File: src/rtl/cc_levelsequencer.sv
// cc_levelsequencer: six-phase level walker driving the map ROM query bus and an 8-row scrolling screen (optional wrap-around: CC_LEVELSEQUENCER_LOOP_EN)
module cc_levelsequencer #(
    parameter logic [4:0] LEN_P1 = 5'd8,
    parameter logic [4:0] LEN_P2 = 5'd10,
    parameter logic [4:0] LEN_P3 = 5'd8,
    parameter logic [4:0] LEN_P4 = 5'd15,
    parameter logic [4:0] LEN_P5 = 5'd8,
    parameter logic [4:0] LEN_P6 = 5'd20
) (
    input  logic        CC_LEVELSEQUENCER_CLOCK_50,
    input  logic        CC_LEVELSEQUENCER_RESET_InLow,
    input  logic        CC_LEVELSEQUENCER_Start_InLow,
    input  logic        CC_LEVELSEQUENCER_Tick,
    input  logic        CC_LEVELSEQUENCER_Pause,
    input  logic        CC_LEVELSEQUENCER_Crash,
    input  logic [7:0]  CC_LEVELSEQUENCER_Lv_InBus,
    output logic [4:0]  CC_LEVELSEQUENCER_Progress,
    output logic [2:0]  CC_LEVELSEQUENCER_Current,
    output logic [63:0] CC_LEVELSEQUENCER_Screen_OutBus,
    output logic        CC_LEVELSEQUENCER_RowValid,
    output logic        CC_LEVELSEQUENCER_PhaseDone,
    output logic        CC_LEVELSEQUENCER_Win,
    output logic [3:0]  CC_LEVELSEQUENCER_Lap_OutBus
);
    localparam logic [1:0] S_IDLE  = 2'd0;
    localparam logic [1:0] S_RUN   = 2'd1;
    localparam logic [1:0] S_PAUSE = 2'd2;
    localparam logic [1:0] S_WIN   = 2'd3;

    logic [1:0]  state_q, state_d;
    logic [4:0]  prog_q, prog_d;
    logic [2:0]  cur_q, cur_d;
    logic [63:0] scr_q, scr_d;
    logic        rv_q, rv_d, pd_q, pd_d, win_q, win_d;
    logic [4:0]  len;
    logic        last;
`ifdef CC_LEVELSEQUENCER_LOOP_EN
    logic [3:0]  lap_q, lap_d;
`endif

    assign len  = cur_q == 3'd1 ? LEN_P1 :
                  cur_q == 3'd2 ? LEN_P2 :
                  cur_q == 3'd3 ? LEN_P3 :
                  cur_q == 3'd4 ? LEN_P4 :
                  cur_q == 3'd5 ? LEN_P5 : LEN_P6;
    assign last = prog_q >= len;

    // Next-state: Start overrides everything; in RUN, Pause beats Crash (even phases only) beats Tick
    always_comb begin
        state_d = state_q;
        prog_d  = prog_q;
        cur_d   = cur_q;
        scr_d   = scr_q;
        win_d   = win_q;
        rv_d    = 1'b0;
        pd_d    = 1'b0;
`ifdef CC_LEVELSEQUENCER_LOOP_EN
        lap_d   = lap_q;
`endif
        if (!CC_LEVELSEQUENCER_Start_InLow) begin
            state_d = S_RUN;
            cur_d   = 3'd1;
            prog_d  = 5'd1;
            scr_d   = '0;
            win_d   = 1'b0;
        end else if (state_q == S_PAUSE) begin
            state_d = CC_LEVELSEQUENCER_Pause ? S_PAUSE : S_RUN;
        end else if (state_q == S_RUN) begin
            if (CC_LEVELSEQUENCER_Pause) begin
                state_d = S_PAUSE;
            end else if (CC_LEVELSEQUENCER_Crash && !cur_q[0]) begin
                prog_d = 5'd1;
                scr_d  = '0;
            end else if (CC_LEVELSEQUENCER_Tick) begin
                scr_d = {scr_q[55:0], CC_LEVELSEQUENCER_Lv_InBus};
                rv_d  = 1'b1;
                pd_d  = last;
                prog_d = last ? 5'd1 : prog_q + 5'd1;
                cur_d  = last ? cur_q + 3'd1 : cur_q;
                if (last && cur_q == 3'd6) begin
`ifdef CC_LEVELSEQUENCER_LOOP_EN
                    cur_d = 3'd1;
                    lap_d = lap_q == 4'hF ? lap_q : lap_q + 4'd1;
`else
                    state_d = S_WIN;
                    cur_d   = 3'd0;
                    prog_d  = 5'd0;
                    win_d   = 1'b1;
`endif
                end
            end
        end
    end

    // State registers with asynchronous return to the blank/idle state
    always_ff @(posedge CC_LEVELSEQUENCER_CLOCK_50 or negedge CC_LEVELSEQUENCER_RESET_InLow) begin
        if (!CC_LEVELSEQUENCER_RESET_InLow) begin
            state_q <= S_IDLE;
            prog_q  <= '0;
            cur_q   <= '0;
            scr_q   <= '0;
            rv_q    <= 1'b0;
            pd_q    <= 1'b0;
            win_q   <= 1'b0;
        end else begin
            state_q <= state_d;
            prog_q  <= prog_d;
            cur_q   <= cur_d;
            scr_q   <= scr_d;
            rv_q    <= rv_d;
            pd_q    <= pd_d;
            win_q   <= win_d;
        end
    end

`ifdef CC_LEVELSEQUENCER_LOOP_EN
    // Lap counter survives Start; only reset clears it
    always_ff @(posedge CC_LEVELSEQUENCER_CLOCK_50 or negedge CC_LEVELSEQUENCER_RESET_InLow) begin
        if (!CC_LEVELSEQUENCER_RESET_InLow) lap_q <= '0;
        else lap_q <= lap_d;
    end
    assign CC_LEVELSEQUENCER_Lap_OutBus = lap_q;
`else
    assign CC_LEVELSEQUENCER_Lap_OutBus = 4'd0;
`endif

    assign CC_LEVELSEQUENCER_Progress       = prog_q;
    assign CC_LEVELSEQUENCER_Current        = cur_q;
    assign CC_LEVELSEQUENCER_Screen_OutBus  = scr_q;
    assign CC_LEVELSEQUENCER_RowValid       = rv_q;
    assign CC_LEVELSEQUENCER_PhaseDone      = pd_q;
    assign CC_LEVELSEQUENCER_Win            = win_q;
endmodule

File: config.mk
export PLATFORM = sky130hd
export DESIGN_NAME = cc_levelsequencer
export DESIGN_NICKNAME = d
export VERILOG_FILES = /design/src/rtl/cc_levelsequencer.sv
export SDC_FILE = /design/constraint.sdc
export NUM_CORES = 1
export LEC_CHECK = 0
export ABC_AREA = 0
export BUFFER_PORTS_ARGS = -buffer_cell sky130_fd_sc_hd__buf_2
export CORE_MARGIN = 2
export CORE_UTILIZATION = 58
export CTS_CLUSTER_SIZE = 28
export DETAILED_ROUTE_END_ITERATION = 8
export GPL_TIMING_DRIVEN = 0
export PLACE_DENSITY_LB_ADDON = 0.1
export SLEW_MARGIN = 20
export SYNTH_ARGS = -nofsm -noshare
export SYNTH_HDL_FRONTEND = slang
export SYNTH_SLANG_ARGS = --single-unit
File: constraint.sdc
create_clock -name CC_LEVELSEQUENCER_CLOCK_50 -period 3.4 [get_ports CC_LEVELSEQUENCER_CLOCK_50]
set_input_delay 0.68 -clock CC_LEVELSEQUENCER_CLOCK_50 [delete_from_list [all_inputs] [get_ports CC_LEVELSEQUENCER_CLOCK_50]]
set_output_delay 0.68 -clock CC_LEVELSEQUENCER_CLOCK_50 [all_outputs]
set_load 0.02 [all_outputs]
# Word-level counts from Yosys, hierarchy flattened
# Index checks and enable logic that the tools add are counted.
totals:
  output_inout_bits: 79
  inputBits: 14
  ff_bits: 77
  wordCells: 91
classes:
  muxes: 54
  n_reduce_logical: 7
  add_sub_neg: 2
  order_cmp: 1
  eq_ne: 20
ops:
  columns: ["operator", "n"]
  rows:
  - ["64-bit two-way mux", 6]
  - ["5-bit two-way mux", 13]
  - ["3-bit two-way mux", 8]
  - ["1-bit two-way mux", 19]
  - ["2-bit two-way mux", 8]
  - ["6-bit AND reduction", 2]
  - ["3-bit equality test, second input constant", 3]
  - ["3-bit by 1-bit inequality test with 1-bit output, second input constant", 3]
  - ["4-bit by 1-bit inequality test with 1-bit output, second input constant", 2]
  - ["4-bit AND reduction", 2]
  - ["3-bit by 2-bit equality test with 1-bit output, second input constant", 2]
  - ["2-bit by 1-bit inequality test with 1-bit output, second input constant", 3]
  - ["2-bit inequality test, second input constant", 3]
  - ["5-bit by 1-bit adder with 5-bit output, second input constant", 1]
  - ["5-bit >= comparator", 1]
  - ["4-bit inequality test, second input constant", 1]
  - ["3-bit by 1-bit adder with 3-bit output, second input constant", 1]
  - ["3-bit by 1-bit equality test with 1-bit output, second input constant", 1]
  - ["2-bit by 1-bit equality test with 1-bit output, second input constant", 1]
  - ["2-bit equality test, second input constant", 1]
  - ["1-bit logical AND", 2]
  - ["1-bit logical NOT", 1]

# Logic depth before layout (Yosys ltp)
depth:
  ltp_word: 15
  mapped_depth: 12
  ltp_nobuf: 11

# Worst setup path before layout
# Ideal clock, no wire load.
synth_path:
  kind: "flip-flop to flip-flop"
  from: "register cur_q[0] (netlist: CC_LEVELSEQUENCER_Current[0])"
  to: "register prog_q[0] (netlist: CC_LEVELSEQUENCER_Progress[0])"
  path_slack_ps: 1008
  period_less_slack_ps: 2392
  setup_time_ps: 123
  path_buffers: 0
  path_stages_with_launch: 11
  t_arrival_ps: 2270
  cell_sequence: "dfrtp_1 > ha_1 > ha_1 > nor2_1 > and3_1 > inv_1 > ha_1 > a21o_1 > a31oi_2 > mux2_1 > a2bb2oi_1"
synth_via:
  elab_chain_cells: 15
synth_lines:
  columns: ["item", "line", "source"]
  rows:
  - ["start: declaration", "32", "logic [2:0] cur_q, cur_d;"]
  - ["start signal: assignment", "108", "cur_q <= cur_d;"]
  - ["3-bit equality test", "45", "cur_q == 3'd5 ? LEN_P5 : LEN_P6;"]
  - ["5-bit two-way mux", "45", null]
  - ["5-bit two-way mux", "44", "cur_q == 3'd4 ? LEN_P4 :"]
  - ["5-bit two-way mux", "43", "cur_q == 3'd3 ? LEN_P3 :"]
  - ["5-bit two-way mux", "42", "cur_q == 3'd2 ? LEN_P2 :"]
  - ["5-bit two-way mux", "41", "assign len = cur_q == 3'd1 ? LEN_P1 :"]
  - ["5-bit >= comparator", "46", "assign last = prog_q >= len;"]
  - ["5-bit two-way mux or 1-bit logical AND (tied branches)", "78, 80", null]
  - ["5-bit two-way mux", "80", "if (last && cur_q == 3'd6) begin"]
  - ["5-bit two-way mux", "74", "end else if (CC_LEVELSEQUENCER_Tick) begin"]
  - ["5-bit two-way mux", "71", "end else if (CC_LEVELSEQUENCER_Crash && !cur_q[0]) begin"]
  - ["5-bit two-way mux", "69", "if (CC_LEVELSEQUENCER_Pause) begin"]
  - ["5-bit two-way mux", "68", "end else if (state_q == S_RUN) begin"]
  - ["5-bit two-way mux", "66", "end else if (state_q == S_PAUSE) begin"]
  - ["5-bit two-way mux", "60", "if (!CC_LEVELSEQUENCER_Start_InLow) begin"]
  - ["end signal: assignment", "107", "prog_q <= prog_d;"]
  - ["end: declaration", "31", "logic [4:0] prog_q, prog_d;"]
# Parallel ways exist; a longest one is shown, timed or not. The select of a mux whose other input is x is not followed.
# A chain may end at the register's enable or synchronous reset.

# Worst setup path after layout
# Ends and elaborated chain as after synthesis.

==> out/metrics.cfg <==
[clock_tree]
cts.sink_count = 77
cts.reportedPaths.clkPinSlew_ns = 0.08
cts-resized-gates = 0
cts.repair_timing.setup_buffer_count = 0
tritoncts.num_buffers = 9
clk_path_buf_depth = 2
htree_levels = 3
clk-insertion-delay-late_ns = 0.34
cts-root-buf = sky130_fd_sc_hd__clkbuf_8
cts_hold_repair.buffers = 0
cts_tree = built

[routing]
post_drt_via_cell_ratio = 5.22
wl_um = 8180
detail-route-antenna-nets = 0
vias = 2958
drt-initial-drc-count = 145
drt_first_pass_iters = 4
drc = 0
wl_per_cell_um = 14.4

[floorplanning]
die_height_um = 86.7
floorplan.core_area_sq_um = 6720
die_x_um = 86.7
row_count = 30
dieArea_sq_um = 7520
initial_util_pct = 59.1
io_pins = 93

[critical_path]
timing.critical_path.slowest_stage_cell = sky130_fd_sc_hd__dfrtp_1
worstReg2RegEnd = CC_LEVELSEQUENCER_Progress[0]
critical_path.cell_chain = ha_1 -> ha_1 -> nor2_1 -> and3_1 -> inv_1 -> ha_1 -> a21o_1 -> a31oi_2 -> mux2_1 -> a2bb2oi_1
critical-path-top-delay-family = adder cells
cpMostUsedCell = sky130_fd_sc_hd__ha_1
worst_ep_arrival_time_ns = 2.71
worstPathMaxFanout = 6
endpoint_required_time_on_the_critical_path_ns = 3.64
worstSetupStartpointType = register
critical_path.startpoint = CC_LEVELSEQUENCER_Current[0]
sum_of_buffers_and_inverters_on_the_critical_path = 1
crit_type = reg -> reg
worst-r2r-setup-slack_ns = 0.92
crit_path_max_incr_delay_ns = 0.45
critical_path.endpoint_type = register
worstRegToRegCells = 10
reg2reg_from = CC_LEVELSEQUENCER_Current[0]

[grt]
initial_antenna_violation_count = 0
first_global_vias = 2923
grt_remaining_overflow = 0
grt_first_pass_wirelength_um = 14000
maximum_number_of_pins_on_one_net_before_global_route_repair = 49
globalRouteTotalUtil_pct = 23.8

[timing]
finalWorstPathRequiredPeriod_ns = 2.48
rsz0062_at_grt = no
report.final.setup_viol = 0
timing_worst_slew_pin_value_ns = 0.635
finalHoldWorstSlack_ns = 0.354
final-hold-violation-count = 0
finalCritPeriodShare_pct = 72.9
worst_slew_margin_rel_pct = 57.7
maximum_achievable_frequency_mhz = 403
totalNegativeSetupSlack_ns = 0
final_max_slew_viol_count = 0
clock_skew_ns = 0.00857
final.setup.worst_slack_ns = 0.920

[layout]
syn2layout_area_growth_pct = 19.8
nNetsFinal = 507
antenna_diodes = 0
utilization_pct = 70.8
proportion_of_layout_cells_with_a_drive_suffix_above_1_pct = 41.9

[yosys]
synth_edf_count = 0
synth.ff_latch_count = 77
cell_count_after_synthesis = 379
post-synth-top-area-fraction_pct = 48.5
yosys.area.top_type = sky130_fd_sc_hd__dfrtp_1
synthesis.area_per_instance_sq_um = 10.5
yosysSeqAreaShare_pct = 48.5
netlist_top_cells_area = sky130_fd_sc_hd__dfrtp_1 (49%), sky130_fd_sc_hd__nand3_2 (15%), sky130_fd_sc_hd__nand2_1 (13%)
ys.warnings.count = 0
synth_cell_type_count = 42
synthesis.area_sq_um = 3970
most_used_dff_post_synth = sky130_fd_sc_hd__dfrtp_1
synthArstFlopShare_pct = 100

[place]
dp_hpwl_um = 6040
numPortBuffers = 88
pre_cts_slack_ns = 0.929
routabilityCongestion = 0.810

[pwr]
max-vdd-ir-drop_uv = 310
p_per_area_nw_per_um2 = 456
static-leakage-power_nw = 2.64

[min_path]
hold_path_class = in -> async

[status]
run_status = finished clean

[job]
timing.max_cap.violations = 0

-- final cells by class --
class | count | area (sq um)
plain buffers | 28 | 333
clock buffers | 11 | 151
clock inverters | 5 | 58.8
fillers | 530 | 1960
inverters | 9 | 33.8
multi-input cells | 268 | 1690
flip-flops and latches | 77 | 1930
well taps | 80 | 100
repair buffers | 89 | 463
-- where the power goes --
| group | total, W | switching (W) | internal (W) |
|---|---|---|---|
| Sequential | 0.00102 | 0.0000559 | 0.000964 |
| Clock | 0.000721 | 0.000341 | 0.000379 |
| Combinational | 0.000430 | 0.000265 | 0.000165 |
-- worst max-delay path by stage --
| stage | to | slack, ns | cells after the start |
|---|---|---|---|
| after floorplan | CC_LEVELSEQUENCER_Progress[0] | 1.01 | 10 |
| after global placement | CC_LEVELSEQUENCER_Progress[0] | 0.99 | 10 |
| after detailed placement | CC_LEVELSEQUENCER_Progress[0] | 0.93 | 10 |
| after CTS | CC_LEVELSEQUENCER_Progress[0] | 0.91 | 10 |
| after global routing | CC_LEVELSEQUENCER_Progress[0] | 0.78 | 10 |
| final | CC_LEVELSEQUENCER_Progress[0] | 0.92 | 10 |
-- cell usage in the layout (no fill, tap or decap), types with 3 or more instances in the layout --
cell | synthesis | layout
sky130_fd_sc_hd__clkbuf_8 | 0 | 11
sky130_fd_sc_hd__nand3_2 | 59 | 59
sky130_fd_sc_hd__inv_1 | 8 | 8
sky130_fd_sc_hd__nand2_1 | 137 | 137
sky130_fd_sc_hd__buf_2 | 4 | 91
sky130_fd_sc_hd__dfrtp_1 | 77 | 77
sky130_fd_sc_hd__a22o_1 | 3 | 3
sky130_fd_sc_hd__nand3_1 | 10 | 10
sky130_fd_sc_hd__ha_1 | 11 | 11
sky130_fd_sc_hd__buf_12 | 7 | 8
sky130_fd_sc_hd__buf_6 | 10 | 10
sky130_fd_sc_hd__buf_4 | 6 | 7
sky130_fd_sc_hd__nor2_1 | 11 | 11
sky130_fd_sc_hd__conb_1 | 1 | 4
sky130_fd_sc_hd__a31o_1 | 3 | 3
-- state kept, by name, indices dropped and copies added, names as in the netlist --
name and cells:
CC_LEVELSEQUENCER_RowValid 1, CC_LEVELSEQUENCER_PhaseDone 1, CC_LEVELSEQUENCER_Win 1, state_q 2, CC_LEVELSEQUENCER_Screen_OutBus 64, CC_LEVELSEQUENCER_Progress 5, CC_LEVELSEQUENCER_Current 3
-- synthesized netlist by cell type, types with 3 or more instances --
master	instances
sky130_fd_sc_hd__nand2_1	137
sky130_fd_sc_hd__dfrtp_1	77
sky130_fd_sc_hd__nand3_2	59
sky130_fd_sc_hd__ha_1	11
sky130_fd_sc_hd__nor2_1	11
sky130_fd_sc_hd__buf_6	10
sky130_fd_sc_hd__nand3_1	10
sky130_fd_sc_hd__inv_1	8
sky130_fd_sc_hd__buf_12	7
sky130_fd_sc_hd__buf_4	6
sky130_fd_sc_hd__buf_2	4
sky130_fd_sc_hd__a22o_1	3
sky130_fd_sc_hd__a31o_1	3
-- metrics by stage --
stage | std cells | power (W) | area [sq um]
2_1_floorplan | 382 | 0.00133 | 3980
3_3_place_gp | 550 | 0.00146 | 4520
3_5_place_dp | 551 | 0.00147 | 4550
4_1_cts | 567 | 0.00219 | 4760
5_1_grt | 567 | 0.00227 | 4760
6_report | 567 | 0.00217 | 4760
-- cell families after synthesis --
kind of cell    after synthesis  share of synthesized area [%]
flops                        77                           48.5
compound gates               20                           4.95
mux                           3                          0.788
fa+ha+maj                    11                           3.47
other cells                   1                         0.0944
simple gates                230                           33.0
buf+inv                      37                           9.23
-- layer usage --
layer,part of all wire [%],up-vias,track usage [%]
li1,-,1441,-
met1,46,1431,33.1
met2,48,80,37.9
met3,4.5,6,4.10
met4,0.94,0,8.24
met5,0,-,0
No activity file was read; power rests on OpenSTA's default activity.
